--- config.mk ---
export PLATFORM = sky130hd
export DESIGN_NAME = div_unit
export DESIGN_NICKNAME = d
export VERILOG_FILES = /design/src/rtl/div_unit_pkg.sv /design/src/rtl/div_unit_step.sv /design/src/rtl/div_unit.sv
export SDC_FILE = /design/constraint.sdc
export NUM_CORES = 1
export LEC_CHECK = 0
export CORE_MARGIN = 10
export CORE_UTILIZATION = 40
export DETAILED_ROUTE_END_ITERATION = 10
export GPL_ROUTABILITY_DRIVEN = 1
export SLEW_MARGIN = 20
export SYNTH_ARGS = -nofsm -noshare
export SYNTH_HDL_FRONTEND = slang
export SYNTH_SLANG_ARGS = --single-unit
--- constraint.sdc ---
create_clock -name clk -period 7.9 [get_ports clk]
set_input_delay 1.185 -clock clk [delete_from_list [all_inputs] [get_ports clk]]
set_output_delay 1.185 -clock clk [all_outputs]
set_load 0.01 [all_outputs]
--- src/rtl/div_unit_pkg.sv ---
`default_nettype none
// ============================================================================
// Module      : div_unit_pkg
// Description : Shared types and sizing for the iterative integer divider.
// Revision    : 1.0 - initial release
// ============================================================================
package div_unit_pkg;

  localparam int DIV_WIDTH = 32;
  localparam int DIV_CNT_W = 6;

  typedef enum logic [1:0] {
    S_IDLE = 2'd0,
    S_BUSY = 2'd1,
    S_DONE = 2'd2
  } div_state_e;

  // Magnitude of an operand; only two's-complement operands with the MSB set are negated.
  function automatic logic [DIV_WIDTH-1:0] op_mag(input logic [DIV_WIDTH-1:0] v,
                                                  input logic              is_signed);
    return (is_signed && v[DIV_WIDTH-1]) ? (~v + 1'b1) : v;
  endfunction

endpackage
`default_nettype wire

--- src/rtl/div_unit_step.sv ---
`default_nettype none
// ============================================================================
// Module      : div_step
// Description : One restoring shift-subtract iteration. The dividend is held in
//               the quotient register and shifted out MSB-first into the
//               partial remainder while quotient bits shift in at the LSB.
// Revision    : 1.0 - initial release
// ============================================================================
module div_step
  import div_unit_pkg::*;
(
  input  logic [DIV_WIDTH:0]   i_rem,
  input  logic [DIV_WIDTH-1:0] i_quo,
  input  logic [DIV_WIDTH-1:0] i_div,
  output logic [DIV_WIDTH:0]   o_rem,
  output logic [DIV_WIDTH-1:0] o_quo
);

  logic [DIV_WIDTH+1:0] w_shift;
  logic [DIV_WIDTH:0]   w_sub;
  logic                 w_ge;

  // Shift next dividend bit in, trial-subtract, keep the difference only when it is non-negative.
  always_comb begin
    w_shift = {i_rem, i_quo[DIV_WIDTH-1]};
    w_ge    = (w_shift >= {2'b00, i_div});
    w_sub   = w_shift[DIV_WIDTH:0] - {1'b0, i_div};
    o_rem   = w_ge ? w_sub : w_shift[DIV_WIDTH:0];
    o_quo   = {i_quo[DIV_WIDTH-2:0], w_ge};
  end

endmodule
`default_nettype wire

--- src/rtl/div_unit.sv ---
`default_nettype none
// ============================================================================
// Module      : div_unit
// Description : Multi-cycle DIV/DIVU unit for the E stage. One quotient bit per
//               cycle; stalls E while busy and presents hi (remainder) and lo
//               (quotient) once complete until the instruction leaves E.
// Revision    : 1.0 - initial release
// ============================================================================
module div_unit
  import div_unit_pkg::*;
(
  input  logic                 clk,
  input  logic                 rst,
  input  logic                 startE,
  input  logic                 is_signedE,
  input  logic [DIV_WIDTH-1:0] a,
  input  logic [DIV_WIDTH-1:0] b,
  input  logic                 cancel,
  input  logic                 hold,
  output logic                 div_stall,
  output logic                 result_valid,
  output logic [DIV_WIDTH-1:0] hi,
  output logic [DIV_WIDTH-1:0] lo
);

  div_state_e           r_state;
  div_state_e           w_state_next;
  logic [DIV_CNT_W-1:0] r_cnt;
  logic [DIV_WIDTH:0]   r_rem;
  logic [DIV_WIDTH-1:0] r_quo;
  logic [DIV_WIDTH-1:0] r_divisor;
  logic                 r_qneg;
  logic                 r_rneg;
  logic [DIV_WIDTH-1:0] r_hi;
  logic [DIV_WIDTH-1:0] r_lo;

  logic [DIV_WIDTH:0]   w_rem_next;
  logic [DIV_WIDTH-1:0] w_quo_next;
  logic                 w_last;
  logic                 w_div_stall;
  logic                 w_result_valid;
  logic [DIV_WIDTH-1:0] w_lo_fix;
  logic [DIV_WIDTH-1:0] w_hi_fix;

  div_step u_step (
    .i_rem (r_rem),
    .i_quo (r_quo),
    .i_div (r_divisor),
    .o_rem (w_rem_next),
    .o_quo (w_quo_next)
  );

  // Final step detection and sign correction of the result that step produces.
  always_comb begin
    w_last   = (r_cnt == DIV_CNT_W'(DIV_WIDTH - 1));
    w_lo_fix = r_qneg ? (~w_quo_next + 1'b1) : w_quo_next;
    w_hi_fix = r_rneg ? (~w_rem_next[DIV_WIDTH-1:0] + 1'b1) : w_rem_next[DIV_WIDTH-1:0];
  end

  // State register.
  always_ff @(posedge clk) begin
    if (rst) r_state <= S_IDLE;
    else     r_state <= w_state_next;
  end

  // Next-state and handshake outputs; cancel always returns to IDLE.
  always_comb begin
    w_state_next   = r_state;
    w_div_stall    = 1'b0;
    w_result_valid = 1'b0;
    case (r_state)
      S_IDLE: begin
        if (startE && !cancel) begin
          w_state_next = S_BUSY;
          w_div_stall  = 1'b1;
        end
      end
      S_BUSY: begin
        if (cancel) begin
          w_state_next = S_IDLE;
        end else begin
          w_div_stall = 1'b1;
          if (w_last) w_state_next = S_DONE;
        end
      end
      S_DONE: begin
        w_result_valid = 1'b1;
        if (cancel || !hold) w_state_next = S_IDLE;
      end
      default: w_state_next = S_IDLE;
    endcase
  end

  // Operand capture, iteration and result commit; hi/lo move only on the last BUSY step.
  always_ff @(posedge clk) begin
    if (rst) begin
      r_cnt     <= '0;
      r_rem     <= '0;
      r_quo     <= '0;
      r_divisor <= '0;
      r_qneg    <= 1'b0;
      r_rneg    <= 1'b0;
      r_hi      <= '0;
      r_lo      <= '0;
    end else begin
      case (r_state)
        S_IDLE: begin
          if (startE && !cancel) begin
            r_cnt     <= '0;
            r_rem     <= '0;
            r_quo     <= op_mag(a, is_signedE);
            r_divisor <= op_mag(b, is_signedE);
            r_qneg    <= (a[DIV_WIDTH-1] ^ b[DIV_WIDTH-1]) & is_signedE;
            r_rneg    <= a[DIV_WIDTH-1] & is_signedE;
          end
        end
        S_BUSY: begin
          if (!cancel) begin
            r_rem <= w_rem_next;
            r_quo <= w_quo_next;
            r_cnt <= r_cnt + 1'b1;
            if (w_last) begin
              r_lo <= w_lo_fix;
              r_hi <= w_hi_fix;
            end
          end
        end
        default: ;
      endcase
    end
  end

  assign div_stall    = w_div_stall;
  assign result_valid = w_result_valid;
  assign hi           = r_hi;
  assign lo           = r_lo;

endmodule
`default_nettype wire

Word-level counts from Yosys, hierarchy flattened
Index checks and enable logic that the tools add are counted.
{ "op_classes": {"order_cmp": 1, "n_eq_ne": 7, "reduce_logical": 12, "bitwise_logic": 8, "add_sub_neg": 6, "muxes": 23} }
{ "ops": {"columns": ["operator", "n"], "rows": [
  ["32-bit 2-to-1 mux", 6],
  ["32-bit by 1-bit adder with 32-bit output (second input constant)", 4],
  ["32-bit NOT", 4],
  ["33-bit 2-to-1 mux", 3],
  ["33-bit one-hot mux with 2 select lines", 1],
  ["32-bit one-hot mux with 2 select lines", 1],
  ["34-bit by 32-bit >= comparator with 1-bit output", 1],
  ["33-bit by 32-bit subtractor with 33-bit output", 1],
  ["6-bit 2-to-1 mux", 2],
  ["6-bit one-hot mux with 2 select lines", 1],
  ["3-bit AND reduction", 3],
  ["2-bit 2-to-1 mux", 4],
  ["6-bit by 1-bit adder with 6-bit output (second input constant)", 1],
  ["6-bit by 5-bit equality test with 1-bit output (second input constant)", 1],
  ["2-bit inequality test (second input constant)", 3],
  ["2-bit one-hot mux with 3 select lines", 1],
  ["1-bit logical AND", 3],
  ["1-bit 2-to-1 mux", 3],
  ["3-bit inequality test (second input constant)", 1],
  ["1-bit bitwise AND", 2],
  ["2-bit by 1-bit equality test with 1-bit output (second input constant)", 1],
  ["2-bit equality test (second input constant)", 1],
  ["1-bit logical NOT", 2],
  ["2-bit logical NOT", 1],
  ["other kinds (6)", 6]
]} }
{ "word_totals": {"regBits": 171, "wordCells": 66, "output_inout_bits": 66, "input_bits": 70} }

Logic depth before layout (Yosys ltp)
Gate-level depths: netlist of the first run.
{ "logic_depth": {"word_depth": 5, "depth_mapped": 23} }

Modules after synthesis
From an unflattened synthesis of the first run, not the netlist that was laid out.
{ "hier_totals": {"cells_unflattened": 1521, "area_unflattened_um2": 11748.8} }
{ "modules_own_cells": {"columns": ["module", "n_inst", "area_per_inst_um2", "cells_per_inst"], "rows": [
  ["div_unit", 1, 9283.9, 1137],
  ["div_step", 1, 2464.9, 384]
]} }

Worst setup path before layout of the first run
OpenSTA, ideal clock, no wires.
{ "synth_timing": {"path_kind": "register -> register", "start": "reg r_rem[10]", "end": "reg r_hi[30] (netlist: hi[30])", "setup_slack_ns": 3.231, "stages_incl_launch_ff": 21, "n_path_buf": 4, "arrival_time_ns": 4.549, "synth_period_minus_slack_ns": 4.669, "cell_sequence": "dfxtp_1 > ha_1 > buf_4 > nand4_2 > or3_1 > o32ai_2 > o211ai_2 > nand3_2 > buf_1 > buf_2 > buf_1 > a21oi_1 > inv_1 > ha_1 > and2_1 > nand4_1 > o32a_1 > nor4_1 > nand4_1 > mux2i_1 > a211o_1"} }
{ "synth_via": {"elab_chain_cells": 5, "word_cells_on_any_way": 6, "classes_between": "add/sub (2); order compare (1); mux (2); bitwise (1)"} }
{ "synth_rtl": {"columns": ["item", "line_no", "text"], "rows": [
  ["start, declared", "div_unit.sv:29", "logic [DIV_WIDTH:0] r_rem;"],
  ["start signal, assigned", "div_unit.sv:119", "r_rem <= w_rem_next;"],
  ["33-bit by 32-bit subtractor with 33-bit output / 34-bit by 32-bit >= comparator with 1-bit output (equally long branches)", "div_unit_step.sv:27, div_unit_step.sv:26", null],
  ["33-bit 2-to-1 mux *", "div_unit_step.sv:28", "o_rem = w_ge ? w_sub : w_shift[DIV_WIDTH:0];"],
  ["32-bit NOT", "div_unit.sv:57", "w_hi_fix = r_rneg ? (~w_rem_next[DIV_WIDTH-1:0] + 1'b1) : w_rem_next[DIV_WIDTH-1:0];"],
  ["32-bit by 1-bit adder with 32-bit output", "div_unit.sv:57", null],
  ["32-bit 2-to-1 mux *", "div_unit.sv:57", null],
  ["end signal, assigned", "div_unit.sv:124", "r_hi <= w_hi_fix;"],
  ["end, declared", "div_unit.sv:34", "logic [DIV_WIDTH-1:0] r_hi;"]
]} }
Every way passes the cells marked *; elsewhere a longest branch is shown, timed or not.
A chain may end at the register's enable or synchronous reset.

Worst setup path after layout of the first run
{ "layout_timing": {"start": "reg r_divisor[17]", "end": "reg r_hi[30] (netlist: hi[30])"} }
{ "layout_via": {"elab_chain_cells": 5, "word_cells_on_any_way": 6, "classes_between": "add/sub (2); order compare (1); mux (2); bitwise (1)"} }
{ "layout_rtl": {"columns": ["item", "line_no", "text"], "rows": [
  ["start, declared", "div_unit.sv:31", "logic [DIV_WIDTH-1:0] r_divisor;"],
  ["start signal, assigned", "div_unit.sv:112", "r_divisor <= op_mag(b, is_signedE);"],
  ["33-bit by 32-bit subtractor with 33-bit output / 34-bit by 32-bit >= comparator with 1-bit output (equally long branches)", "div_unit_step.sv:27, div_unit_step.sv:26", null],
  ["33-bit 2-to-1 mux *", "div_unit_step.sv:28", null],
  ["32-bit NOT", "div_unit.sv:57", null],
  ["32-bit by 1-bit adder with 32-bit output", "div_unit.sv:57", null],
  ["32-bit 2-to-1 mux *", "div_unit.sv:57", null]
]} }
Marks and branches as above.

==> metrics, run 1 <==
run status finished, final reports clean; Setup violations, final 0; startpoint kind of the worst setup timing path flip-flop; P&R area growth vs syn 18.9%; clock tree from TritonCTS done; end point of the worst hold path hi[21]; MaxCap Viol Count 0; hold wc startpoint hi[21]; critical path buffer and inverter count 2; Layout Cells excl Fill 2045; transition time at the pin with the least slew margin 1.05 ns; cell row count 62; worst voltage drop across the vdd grid 153 uV; top cells by area, synth sky130_fd_sc_hd__dfxtp_1 29%, sky130_fd_sc_hd__nor2_1 7.8%, sky130_fd_sc_hd__a21oi_1 6.0%; kind of critical path reg2reg; Comb pwr share 25.4%; Reg clk slew, reported paths 0.07 ns; routed wirelength normalized by instance count 18.1 um; min cycle time layout 5.20 ns; die height about 190 um; DIE WIDTH around 190 um; XOR/XNOR share of the synthesized area 9.59%; number of H-tree branching levels 4; hold buffers post-CTS 0; Synth async-reset ratio 0%; delay of the slowest cell on the worst path 0.51 ns; Routed Antenna Nets 0; CP top delay family simple AND/OR/NAND/NOR gates; Worst Hold Class reg2reg; switching fraction of total power a little over a third; DRT iter0 DRCs 921; leakage power 5.03 nW; Design Power about 2.4 mW; maximum net fanout on the critical path 54; cell type of the slowest stage on the worst timing path sky130_fd_sc_hd__buf_4; worst hold margin between 0.4 and 0.5 ns; sequential area share after synthesis 29.3%; via count approximately 12000; placed instance area approximately 0.013 mm2; final cell area excluding filler cells ~0.014 mm2; fraction of synthesized area in multiplexers between 1 and 1.5%; share of power burned in the clock network 36.5%; critical path capture point type flip-flop; synth warn 0; per-cell via count in the routed design 5.67; Pwr per Cell Area 173 mW/mm2; critical path arrival about 5.5 ns; die area 0.0365 mm2; starting density of the core 40.6%; antenna diode count 0; largest area contributor in the synthesized netlist sky130_fd_sc_hd__dfxtp_1; number of antenna violations at the first check in global routing 0; cell area after synthesis about 0.012 mm2; Seq cells post-synth 171; largest family of logic cells by synthesized area compound AO/OA/AOI/OAI gates; vias in the first global route 10779; leftover overflow at the end of global routing 0; final-stage net count 1756; number of instances resized during post-cts repair 0; final worst path period share 65.8%; R2R setup slack 2.70 ns; maximum number of pins on one net before global-route repair 96; final HPWL from detailed placement between 20 and 30 mm; number of input and output port buffers inserted 135; Sw Pwr 0.860 mW; wire length of the first global-routing pass 58.9 mm; utilization after layout 48.3%; remaining routing DRC violations 0; placeable core area 0.0288 mm2; sum of negative setup slack 0 ns; end of the worst register-to-register path hi[30]; fmax 192 MHz; Num CTS Buffers 17; Yosys top cell area share 29.3%; detailed-route wire length 37.1 mm; distinct cell type count after synthesis 81; internal power summed over all cells 1.54 mW; ordered cell list for the critical path inv_1 > ha_1 > nand4_1 > or3_1 > o32ai_2 > o211ai_2 > nand3_2 > buf_4 > mux2i_1 > ha_1 > and2_1 > nand4_1 > o32a_1 > nor4_1 > nand4_1 > mux2i_1 > a211o_1; fraction of the mapped netlist area in compound gates 27.0%; ys flop type sky130_fd_sc_hd__dfxtp_1; count of placed standard cells including taps roughly 2000; data required time at the worst endpoint 8.23 ns; most common cell type on the critical path sky130_fd_sc_hd__nand4_1; clock root cell sky130_fd_sc_hd__clkbuf_16; placement-stage worst setup slack 2.80 ns; commonest non-fill, non-tap cell in the layout sky130_fd_sc_hd__nor2_1; number of enable flip-flop cells after synthesis 0; Max Transition Viols Final 0; clock tree sinks roughly 170; Syn Nets between 1500 and 2000; most frequent cells in the layout 240 x sky130_fd_sc_hd__nor2_1, 170 x sky130_fd_sc_hd__dfxtp_1, 159 x sky130_fd_sc_hd__nand2_1, 140 x sky130_fd_sc_hd__a21oi_1, 134 x sky130_fd_sc_hd__clkdlybuf4s50_1; hold violation total from the final report 0; adder-cell share of the synthesized area 4.13%; share of layout cells above drive strength 1 ~4.9%; count of buffers added by post-CTS timing repair for setup 0; post-synthesis cell count 1579; final RePlAce weighted congestion 0.940; GRT Overall Usage 19.9%; count of pins on the block boundary 136; Sequential Power Share 38.1%; clock latency on the worst-skew pair roughly 0.44 ns; Worst R2R Start r_divisor[17]; number of iterations in the first detailed-routing pass 5; Max transition margin around 30%; basic-gate share of the synthesized area counting and, or, nand and nor cells 23.4%; RSZ-0062 raised after global routing no; worst hold stages 2; Layout Skew 0.0171 ns; Register-to-Register Path Depth 17; crit path setup slack, layout 2.70 ns; clock tree buffer depth 2; Mean Syn Cell Area between 7 and 8 um2
-- power groups by stage --
stage,Combinational [mW],Sequential (mW),Clock (mW)
2_1_floorplan,0.424,0.925,0
3_3_place_gp,0.596,0.934,0
3_5_place_dp,0.600,0.935,0
4_1_cts,0.603,0.915,0.891
5_1_grt,0.671,0.920,0.926
6_report,0.610,0.915,0.875
-- cell usage after synthesis, types with 4 or more instances --
cell type                  count
sky130_fd_sc_hd__a211oi_1     93
sky130_fd_sc_hd__a21oi_1     140
sky130_fd_sc_hd__nor2_1      243
sky130_fd_sc_hd__clkbuf_1     81
sky130_fd_sc_hd__o21a_1       13
sky130_fd_sc_hd__and3_1        6
sky130_fd_sc_hd__nor4_1       18
sky130_fd_sc_hd__a22oi_1      26
sky130_fd_sc_hd__or3_1        25
sky130_fd_sc_hd__dfxtp_1     171
sky130_fd_sc_hd__mux2i_1       9
sky130_fd_sc_hd__mux2_2        6
sky130_fd_sc_hd__and2_1        8
sky130_fd_sc_hd__nor3_1       39
sky130_fd_sc_hd__nand2_1     159
sky130_fd_sc_hd__nor2b_1       9
sky130_fd_sc_hd__nor3b_1       4
sky130_fd_sc_hd__xnor2_1      54
sky130_fd_sc_hd__or2_2         4
sky130_fd_sc_hd__a31oi_1      16
sky130_fd_sc_hd__nand2b_1      9
sky130_fd_sc_hd__buf_2         7
sky130_fd_sc_hd__buf_1         8
sky130_fd_sc_hd__a311oi_1     12
sky130_fd_sc_hd__nand3b_1      5
sky130_fd_sc_hd__a21o_1       13
sky130_fd_sc_hd__o41ai_1      10
sky130_fd_sc_hd__nand3_1      23
sky130_fd_sc_hd__o211ai_1     13
sky130_fd_sc_hd__xor2_1       74
sky130_fd_sc_hd__or4_1        16
sky130_fd_sc_hd__o21ai_0      62
sky130_fd_sc_hd__ha_1         37
sky130_fd_sc_hd__o31ai_1      29
sky130_fd_sc_hd__inv_1        57
sky130_fd_sc_hd__nand4_1      16
-- worst max path at each step --
stage	from	endpoint	cells after the start	slack, ns
after CTS	r_divisor[16]	hi[30]	17	2.76
after global routing	r_divisor[16]	hi[30]	17	2.36
after floorplan	r_rem[10]	hi[30]	20	3.23
final	r_divisor[17]	hi[30]	17	2.70
after global placement	r_divisor[17]	hi[30]	17	3.00
after detailed placement	r_divisor[16]	hi[30]	17	2.80
-- worst register-to-register path, stage by stage (launching register included) --
cell and delay [ns]:
sky130_fd_sc_hd__dfxtp_1 0.34, sky130_fd_sc_hd__inv_1 0.05, sky130_fd_sc_hd__ha_1 0.46, sky130_fd_sc_hd__nand4_1 0.27
sky130_fd_sc_hd__or3_1 0.38, sky130_fd_sc_hd__o32ai_2 0.34, sky130_fd_sc_hd__o211ai_2 0.15, sky130_fd_sc_hd__nand3_2 0.14
sky130_fd_sc_hd__buf_4 0.51, sky130_fd_sc_hd__mux2i_1 0.40, sky130_fd_sc_hd__ha_1 0.27, sky130_fd_sc_hd__and2_1 0.17
sky130_fd_sc_hd__nand4_1 0.13, sky130_fd_sc_hd__o32a_1 0.43, sky130_fd_sc_hd__nor4_1 0.49, sky130_fd_sc_hd__nand4_1 0.20
sky130_fd_sc_hd__mux2i_1 0.15, sky130_fd_sc_hd__a211o_1 0.22
-- registers in the layout, summed over array words and instances, names as in the netlist --
register,cells
lo,32
r_qneg,1
r_cnt,6
r_quo,32
r_rneg,1
r_rem,33
hi,32
r_state,2
r_divisor,32
-- kinds of logic after synthesis --
family,after synthesis
AND/OR/NAND/NOR,599
XOR/XNOR,128
buffers and inverters,157
adder cells (fa/ha/maj),38
multiplexers,15
flip-flops,171
AO/OA/AOI/OAI,471
-- layer usage --
layer	track usage, %	vias up	part of all wire [%]
met5	0	-	0
met3	4.06	39	7.1
met1	28.4	5390	48
li1	-	5821	-
met4	5.21	0	1.6
met2	29.6	344	43
-- area by class of cell --
class                           count  area [um2]
Clock buffer                       17         425
Clock inverter                     15         194
Fill cell                        2926       14900
Inverter                           58         218
Multi-Input combinational cell   1251        7690
Sequential cell                   171        3420
Tap cell                          384         480
Timing Repair Buffer              149        1470
Note: power is estimated with default switching activity, not from simulation.
==> inputs of run 2 (changes only) <==
==> constraint.sdc (replaced) <==
create_clock -name clk -period 4.85 [get_ports clk]
set_input_delay 0.7275 -clock clk [delete_from_list [all_inputs] [get_ports clk]]
set_output_delay 0.7275 -clock clk [all_outputs]
set_load 0.01 [all_outputs]
==> run 2 against run 1 <==
  * Design area up 0.35%
  * Sequential cell count unchanged
  * Utilization up 0.17 points
  * Sequential share of layout area down 0.095 points
  * Global-route usage grew 0.17 points
  * Combinational power up 64%
  * Sequential power rose by 63%
  * Maximum frequency rose by 15%
  * Die area is the same
  * Routed wire length up 0.24%
  * Highest routed layer unchanged
  * First-iteration DRC count shrank 8.3%
==> metrics, run 2 (same netlist as run 1, synthesis figures left out) <==
CP top delay family simple AND/OR/NAND/NOR gates; Num CTS Buffers 17 (unchanged); clock root cell sky130_fd_sc_hd__clkbuf_16; clock tree sinks 171 (unchanged); remaining routing DRC violations 0 (unchanged); delay of the slowest cell on the worst path 0.54 ns (+0.03 ns); final HPWL from detailed placement 28.2 mm (+0.80%); end point of the worst hold path hi[15]; kind of critical path reg2reg; RSZ-0062 raised after global routing no; FF/Latch Area 0.00342 mm2 (about the same); Sw Pwr 1.40 mW (+63%); via count 11558 (-0.31%); P&R area growth vs syn 19.4%; Layout Skew 0.0138 ns (-0.00330 ns); final worst path period share 93.3% (+28 points); R2R setup slack 0.32 ns (-2.38 ns); number of input and output port buffers inserted 135 (unchanged); maximum number of pins on one net before global-route repair 101 (+5.2%); leftover overflow at the end of global routing 0 (unchanged); Worst R2R Start r_quo[31]; final-stage net count 1764 (+0.46%); hold violation total from the final report 0 (unchanged); placement-stage worst setup slack 0.312 ns (-2.49 ns); GRT Overall Usage 20.0% (+0.17 points); share of power burned in the clock network 36.4% (about the same); most frequent cells in the layout 240 x sky130_fd_sc_hd__nor2_1, 171 x sky130_fd_sc_hd__dfxtp_1, 159 x sky130_fd_sc_hd__nand2_1, 139 x sky130_fd_sc_hd__a21oi_1, 134 x sky130_fd_sc_hd__clkdlybuf4s50_1; Sequential Power Share 38.0% (about the same); min cycle time layout 4.53 ns (-0.669 ns); Routed Antenna Nets 0 (unchanged); Register-to-Register Path Depth 19 (+2); antenna diode count 0 (unchanged); clock tree from TritonCTS done; Comb pwr share 25.6% (+0.2 points); MaxCap Viol Count 0 (unchanged); final RePlAce weighted congestion 0.916 (-2.6%); wire length of the first global-routing pass 59.5 mm (+0.90%); commonest non-fill, non-tap cell in the layout sky130_fd_sc_hd__nor2_1; run status finished, final reports clean; count of placed standard cells including taps 2021 (+0.45%); DRT iter0 DRCs 845 (-8.3%); switching fraction of total power 35.7% (-0.066 points); Pwr per Cell Area 281 mW/mm2 (+63%); die area 0.0365 mm2 (unchanged); clock tree buffer depth 2 (unchanged); vias in the first global route 10747 (-0.30%); register with the most flip-flops r_rem; fmax 221 MHz (+15%); crit path setup slack, layout 0.323 ns (-2.38 ns); Max Transition Viols Final 0 (unchanged); per-cell via count in the routed design 5.63 (-0.70%); detailed-route wire length 37.2 mm (+0.24%); share of layout cells above drive strength 1 5.51% (+0.58 points); internal power summed over all cells 2.52 mW (+64%); number of iterations in the first detailed-routing pass 5 (unchanged); Design Power 3.93 mW (+64%); Setup violations, final 0 (unchanged); end of the worst register-to-register path lo[28]; ordered cell list for the critical path inv_1 > ha_1 > inv_1 > fa_1 > a21oi_2 > o211a_1 > o32ai_2 > o211ai_2 > nand3_2 > inv_2 > ha_1 > nand2_1 > or3_1 > nand2b_1 > nand2b_2 > or4_1 > o31ai_1 > xor2_1 > a211oi_1; transition time at the pin with the least slew margin 1.10 ns (+0.0466 ns); flip-flop count of the largest register, all copies and words added 33 (unchanged); cell row count 62 (unchanged); count of pins on the block boundary 136 (unchanged); cell type of the slowest stage on the worst timing path sky130_fd_sc_hd__or4_1; critical path capture point type flip-flop; number of antenna violations at the first check in global routing 0 (unchanged); critical path buffer and inverter count 3 (+1); starting density of the core 40.6% (unchanged); Worst Hold Class reg2reg; worst voltage drop across the vdd grid 246 uV (+60%); data required time at the worst endpoint 5.21 ns (-3.02 ns); critical path arrival 4.89 ns (-0.63 ns); maximum net fanout on the critical path 6 (-89%); worst hold stages 2 (unchanged); number of H-tree branching levels 4 (unchanged); sum of negative setup slack 0 ns (unchanged); Fill cells 2939 (+0.44%); startpoint kind of the worst setup timing path flip-flop; die height 191 um (unchanged); Reg clk slew, reported paths 0.08 ns (about the same); Layout Cells excl Fill 2053 (+0.39%); hold wc startpoint hi[15]; routed wirelength normalized by instance count 18.1 um (-0.15%); leakage power 5.07 nW (+0.78%); placeable core area 0.0288 mm2 (unchanged); clock latency on the worst-skew pair 0.45 ns (about the same); DIE WIDTH 191 um (unchanged); footprint of the multi-input gates 0.00770 mm2 (about the same); hold buffers post-CTS 0 (unchanged); Max transition margin 26.8% (-3.2 points)
-- run 2: cell types whose count changed in the layout (fill, tap and decap cells not counted), moves of 2 or more --
cell | before | now
sky130_fd_sc_hd__buf_4 | 14 | 22
sky130_fd_sc_hd__clkinv_8 | 7 | 5
sky130_fd_sc_hd__inv_12 | 0 | 2
sky130_fd_sc_hd__inv_6 | 1 | 4
sky130_fd_sc_hd__inv_8 | 5 | 2
-- run 2: layer usage --
| layer | up-vias | GRT usage (%) | share of wire [%] |
|---|---|---|---|
| li1 | 5854 | - | - |
| met1 | 5392 | 29.2 | 50 |
| met4 | 0 | 4.09 | 0.97 |
| met2 | 291 | 30.3 | 44 |
| met3 | 21 | 3.24 | 5.4 |
| met5 | - | 0 | 0 |
-- run 2: worst register-to-register path, cell delays in order (launching register included) --
cell and delay, ns:
sky130_fd_sc_hd__dfxtp_1 0.35, sky130_fd_sc_hd__inv_1 0.07, sky130_fd_sc_hd__ha_1 0.15, sky130_fd_sc_hd__inv_1 0.06
sky130_fd_sc_hd__fa_1 0.43, sky130_fd_sc_hd__a21oi_2 0.22, sky130_fd_sc_hd__o211a_1 0.25, sky130_fd_sc_hd__o32ai_2 0.15
sky130_fd_sc_hd__o211ai_2 0.20, sky130_fd_sc_hd__nand3_2 0.19, sky130_fd_sc_hd__inv_2 0.12, sky130_fd_sc_hd__ha_1 0.17
sky130_fd_sc_hd__nand2_1 0.09, sky130_fd_sc_hd__or3_1 0.36, sky130_fd_sc_hd__nand2b_1 0.22, sky130_fd_sc_hd__nand2b_2 0.28
sky130_fd_sc_hd__or4_1 0.54, sky130_fd_sc_hd__o31ai_1 0.27, sky130_fd_sc_hd__xor2_1 0.11, sky130_fd_sc_hd__a211oi_1 0.22
-- run 2: cell type report --
type / count / area share [%]
sequential: 171 / 24.5
clock inverter: 15 / 1.34
tap: 384 / 3.44
timing repair buffer: 157 / 10.9
inverter: 58 / 1.56
clock buffer: 17 / 3.05
multi-input combinational: 1251 / 55.1
-- run 2: how the worst max path moves through the flow --
stage | start | end | slack [ns] | depth (start not counted)
2_1_floorplan | r_rem[10] | hi[30] | 0.18 | 20
3_3_place_gp | r_quo[31] | lo[28] | 0.41 | 19
3_5_place_dp | r_quo[31] | lo[28] | 0.31 | 19
4_1_cts | r_quo[31] | lo[28] | 0.25 | 19
5_1_grt | r_divisor[10] | hi[26] | 0.02 | 16
6_report | r_quo[31] | lo[28] | 0.32 | 19
-- run 2: timing repair --
item / 4_1_cts / 5_1_grt
resized for setup: 0 / 3
setup endpoints to repair: 0 / 3
buffers inserted: 0 / 0
-- run 2: through the flow --
step | utilization, % | area [um2] | hold slack [ns]
after floorplan | - | 11700 | 0.432
after global placement | 46.3 | 13300 | 0.438
after detailed placement | 46.3 | 13300 | 0.444
after CTS | 48.5 | 13900 | 0.453
after global routing | 48.5 | 14000 | 0.467
final | 48.5 | 14000 | 0.450
-- run 2: power groups by stage --
stage / Sequential, mW / Combinational, mW / Clock [mW]
after detailed placement: 1.52 / 0.988 / 0
after CTS: 1.49 / 0.994 / 1.46
final: 1.49 / 1.00 / 1.43
after global routing: 1.50 / 1.11 / 1.51
after floorplan: 1.51 / 0.691 / 0
after global placement: 1.52 / 0.985 / 0
